<file path="src/rtl/cnt_sched.sv">
// Shares one up/down counter among NREQ requesters: arbitrates, loads, runs len steps, returns count/wrap.
// Build option: CNT_SCHED_PRIO_EN selects fixed lowest-index priority instead of round-robin.
module cnt_sched #(
  parameter int unsigned WIDTH = 4,
  parameter int unsigned NREQ  = 4,
  parameter int unsigned LEN_W = 4
) (
  input  logic                   clk,
  input  logic                   reset,
  input  logic [NREQ-1:0]        req,
  input  logic [NREQ*WIDTH-1:0]  req_load,
  input  logic [NREQ-1:0]        req_down,
  input  logic [NREQ*LEN_W-1:0]  req_len,
  output logic [NREQ-1:0]        gnt,
  output logic [NREQ-1:0]        done,
  output logic [WIDTH-1:0]       res_count,
  output logic                   res_wrap,
  output logic                   busy,
  output logic                   cnt_load_en,
  output logic [WIDTH-1:0]       cnt_load,
  output logic                   cnt_down,
  input  logic [WIDTH-1:0]       cnt_count
);

  localparam int unsigned IDX_W = (NREQ > 1) ? $clog2(NREQ) : 1;
  localparam logic [IDX_W:0] NREQ_V = (IDX_W+1)'(NREQ);

  typedef enum logic [1:0] {S_IDLE, S_LOAD, S_RUN, S_DONE} state_t;

  state_t             r_state;
  state_t             w_next;
  logic [IDX_W-1:0]   r_ptr;
  logic [IDX_W-1:0]   r_win;
  logic [IDX_W-1:0]   w_win;
  logic [IDX_W-1:0]   w_idx;
  logic [IDX_W:0]     w_sum;
  logic               w_any;
  logic [WIDTH-1:0]   r_load;
  logic               r_down;
  logic [LEN_W-1:0]   r_len;
  logic [LEN_W-1:0]   r_steps;
  logic               r_wrap;
  logic               w_wrap_hit;
  logic [WIDTH-1:0]   w_step_val;

  // Round-robin search: first requester at or after the pointer
  always_comb begin
    w_win = '0;
    w_any = 1'b0;
    w_sum = '0;
    w_idx = '0;
    for (int unsigned k = 0; k < NREQ; k++) begin
      w_sum = {1'b0, r_ptr} + (IDX_W+1)'(k);
      if (w_sum >= NREQ_V) w_sum = w_sum - NREQ_V;
      w_idx = w_sum[IDX_W-1:0];
      if (!w_any && req[w_idx]) begin
        w_any = 1'b1;
        w_win = w_idx;
      end
    end
  end

  // State register
  always_ff @(posedge clk or posedge reset) begin
    if (reset) r_state <= S_IDLE;
    else       r_state <= w_next;
  end

  // Next-state logic
  always_comb begin
    w_next = r_state;
    case (r_state)
      S_IDLE: if (w_any) w_next = S_LOAD;
      S_LOAD: w_next = (r_len == '0) ? S_DONE : S_RUN;
      S_RUN:  if (r_steps == LEN_W'(1)) w_next = S_DONE;
      S_DONE: w_next = S_IDLE;
      default: w_next = S_IDLE;
    endcase
  end

  // Counter-side outputs; outside LOAD/RUN the counter reloads its own value to hold
  always_comb begin
    cnt_load_en = 1'b1;
    cnt_load    = cnt_count;
    cnt_down    = 1'b0;
    case (r_state)
      S_LOAD: cnt_load = r_load;
      S_RUN: begin
        cnt_load_en = 1'b0;
        cnt_down    = r_down;
      end
      default: ;
    endcase
  end

  assign w_wrap_hit = (r_state == S_RUN) && (r_down ? (cnt_count == '0) : (&cnt_count));
  assign w_step_val = r_down ? (cnt_count - WIDTH'(1)) : (cnt_count + WIDTH'(1));

  // Job registers and registered outputs; results are captured on the edge entering DONE
  always_ff @(posedge clk or posedge reset) begin
    if (reset) begin
      r_ptr     <= '0;
      r_win     <= '0;
      r_load    <= '0;
      r_down    <= 1'b0;
      r_len     <= '0;
      r_steps   <= '0;
      r_wrap    <= 1'b0;
      gnt       <= '0;
      done      <= '0;
      res_count <= '0;
      res_wrap  <= 1'b0;
      busy      <= 1'b0;
    end else begin
      done     <= '0;
      res_wrap <= 1'b0;
      busy     <= (w_next != S_IDLE);
      if (w_wrap_hit) r_wrap <= 1'b1;
      case (r_state)
        S_IDLE: begin
          if (w_any) begin
            r_win  <= w_win;
            r_load <= req_load[32'(w_win)*WIDTH +: WIDTH];
            r_down <= req_down[w_win];
            r_len  <= req_len[32'(w_win)*LEN_W +: LEN_W];
            gnt    <= NREQ'(1) << w_win;
          end
        end
        S_LOAD: begin
          r_steps <= r_len;
          if (r_len == '0) begin
            done      <= gnt;
            res_count <= r_load;
          end
        end
        S_RUN: begin
          r_steps <= r_steps - LEN_W'(1);
          if (r_steps == LEN_W'(1)) begin
            done      <= gnt;
            res_count <= w_step_val;
            res_wrap  <= r_wrap | w_wrap_hit;
          end
        end
        S_DONE: begin
          r_wrap <= 1'b0;
          gnt    <= '0;
`ifdef CNT_SCHED_PRIO_EN
          r_ptr  <= '0;
`else
          r_ptr  <= (r_win == IDX_W'(NREQ-1)) ? '0 : (r_win + IDX_W'(1));
`endif
        end
        default: ;
      endcase
    end
  end

endmodule
</file>
<file path="config.mk">
export PLATFORM = sky130hd
export DESIGN_NAME = cnt_sched
export DESIGN_NICKNAME = d
export VERILOG_FILES = /design/src/rtl/cnt_sched.sv
export SDC_FILE = /design/constraint.sdc
export NUM_CORES = 1
export LEC_CHECK = 0
export CAP_MARGIN = 20
export CORE_UTILIZATION = 40
export DETAILED_ROUTE_END_ITERATION = 10
export PLACE_DENSITY = 0.69
export SLEW_MARGIN = 20
export SYNTH_ARGS = -nofsm -noshare
export SYNTH_HDL_FRONTEND = slang
export SYNTH_SLANG_ARGS = --single-unit
</file>
<file path="constraint.sdc">
create_clock -name clk -period 2.4 [get_ports clk]
set_input_delay 0.24 -clock clk [delete_from_list [all_inputs] [get_ports clk]]
set_output_delay 0.24 -clock clk [all_outputs]
set_load 0.01 [all_outputs]
</file>
==> run metrics <==
status=finished clean; Worst Path Arrival=~2.0 ns; Hold Crit Class=in -> async; GRT Total Usage=19.98%; Die W=~74 um; proportion of netlist area held by the largest area contributor=between 40% and 50%; postcts setup bufs=0; total negative slack=0 ns; required time worst endpoint=approximately 2.2 ns; clock sinks=34; fin crit share=a little over 90%; vias in the first global route=between 1500 and 2000; Area growth, synth to finish=37.39%; syn_nets=~280; pin count of the biggest net entering global routing=35; post-synth cell types=between 40 and 50; CP endpoint kind=output pin; Clk pin slew, worst setup/hold paths=roughly 0.070 ns; max-slew violation count=0; synth top area cells=dfrtp_1 (41%), ha_1 (6.1%), o21ai_0 (4.6%), nand2_1 (4.6%), a222oi_1 (4.4%); routed len/inst=~14 um; Max VDD drop=511.5 uV; mapped cell area=2058 um^2; Async SR Flop Fraction=100.0%; global placer's final weighted congestion=0.8587; cells after synthesis=221; PwrDens=between 1000 and 1500 nW/um^2; # port buffers=65; core area=slightly below 5000 um^2; total die area=between 5000 and 6000 um^2; first-pass GRT wire length=between 8000 and 9000 um; htree depth=2; # IOs=between 60 and 70; layout cells sized above 1=roughly 8.1%; Seq/Total Area, Yosys=41.34%; R2R Path End=res_count[0]; worst-path cell chain=inv_1 > ha_1 > mux2_2 > clkdlybuf4s50_1; Die H=73.73 um; Worst-Margin Slew=about 0.52 ns; area leader, netlist=dfrtp_1; crit-path max cell delay=between 0.4 and 0.5 ns; max_cap viols=0; Skew-Pair Late Insertion Delay=just under 0.3 ns; CTS tree=done; worst setup path class=reg -> out; Final Hold Vio Count=0; maximum clock rate=0.4489 GHz; DRC=0; ys flop type=dfrtp_1; Final Total Pwr=between 0.003 and 0.004 W; drt via density=approximately 5.3; leakage=1.191 nW; yosys warns=0; Vias=roughly 1900; flop-to-flop setup slack=roughly 0.56 ns; clock tree buffer depth=2; initial antenna violation count=0; maximum fanout along the worst path=8; synthesized area per cell=9.313 um^2; Antenna Nets Post-Route=0; CP max-delay cell=clkdlybuf4s50_1; Nets=340; fin cells=351; final setup violation count=0; grt total ovfl=0; EDFF count, synth=0; CTS resizes=0; placed insts=between 300 and 400; relative slew slack=between 60% and 70%; filler cell count in the final layout=between 400 and 500; Worst R2R Start=r_state[0]; row cnt=25; DPL Wire Length=around 3700 um; Num CTS Buffers=5; Clock Skew=between 0.005 and 0.006 ns; post-synthesis register bit count=34; 1st-pass router iterations=5; CP Launch Type=register; Total Wirelength=4938 um; Post-CTS Hold Fix Bufs=0; Antenna Cells=0; R2R cell count=6; Detailed Route Iter0 Violations=approximately 150; Initial Util=42.45%; root buf cell=clkbuf_8; minimum clock period=~2.2 ns; RSZ-0062 raised after global routing=no
metrics by stage:
stage	util [%]	instance area (um^2)	worst slack, ns	hold slack [ns]
final	58.32	2828	0.1722	0.3509
after detailed placement	56.39	2734	0.3084	0.4701
after global routing	58.32	2828	0.06203	0.3998
after CTS	58.27	2825	0.1002	0.3615
after floorplan	-	2058	0.6680	0.3816
after global placement	56.39	2734	0.3838	0.4615
cell type report:
class / count / area, um^2 / share of cell area, %
Timing Repair Buffer: 69 / 680.7 / 24.07
Multi-Input combinational cell: 160 / 1067 / 37.74
Inverter: 13 / 53.80 / 1.903
Sequential cell: 34 / 850.8 / 30.09
Clock inverter: 1 / 5.005 / 0.1770
Clock buffer: 7 / 86.33 / 3.053
Tap cell: 67 / 83.83 / 2.965
how the worst max path moves through the flow:
| stage | cells past startpoint | from | to |
|---|---|---|---|
| after floorplan | 8 | r_state[0] | busy |
| after global placement | 5 | req[2] | r_load[0] |
| after detailed placement | 5 | req[2] | r_load[0] |
| after CTS | 5 | r_state[0] | cnt_down |
| after global routing | 4 | r_state[1] | cnt_load[3] |
| final | 4 | r_state[1] | cnt_load[3] |
routing by layer:
layer	track usage, %	up-vias	wire length, um
li1	-	916	-
met1	27.19	876	2238
met2	30.68	52	2407
met3	4.664	9	209
met4	7.692	0	82
met5	0	-	0
cells in the final DEF (no fill, tap or decap), types with 2 or more instances in the layout:
cell type and instances:
clkbuf_8 6, clkdlybuf4s50_1 65, mux2_2 4, mux2i_1 4
nand2_1 25, dfrtp_1 34, or2_1 2, inv_1 12
nor2_1 18, a21oi_1 8, nand2b_1 2, nor2b_1 4
o211ai_1 2, nor3_1 5, buf_4 4, xor2_1 2
o21ai_1 2, ha_1 9, a222oi_1 9, a21boi_0 2
o22ai_1 2, a31oi_1 12, and2_1 6, nand3_1 3
o21ai_0 19
critical path, delay by kind of cell (launching register included):
| kind | cells | cell delay, ns |
|---|---|---|
| adder cells (fa/ha/maj) | 1 | 0.33 |
| multiplexers | 1 | 0.37 |
| buffers and inverters | 2 | 0.59 |
| flip-flops | 1 | 0.41 |
cell families after synthesis:
kind of cell,count (synthesis),synth area share (%)
xor gates and xnor gates,3,1.277
muxes,8,4.134
and+or+nand+nor,72,17.75
AOI/OAI and AO/OA,66,21.52
buffers and inverters,27,6.929
adders and majority gates,11,7.052
DFF,34,41.34
Yosys cell counts (5+ instances only):
library cell	number
ha_1	10
o21ai_0	19
a31oi_1	12
nand2_1	25
a222oi_1	9
nor3_1	5
dfrtp_1	34
nor2_1	18
inv_1	12
buf_2	5
and2_1	6
a21oi_1	8
registers in the layout, summed over array words and instances, names as in the netlist:
register,count
busy,1
done,4
gnt,4
r_down,1
r_len,4
r_load,4
r_ptr,2
r_state,2
r_steps,4
r_win,2
r_wrap,1
res_count,4
res_wrap,1
report_power, final:
group | leakage (nW) | switching (W) | internal (W)
logic | 0.726 | 0.000802 | 0.000791
registers | 0.417 | 0.000240 | 0.000814
clock network | 0.0482 | 0.000208 | 0.000231
Note: power is estimated with default switching activity, not from simulation.
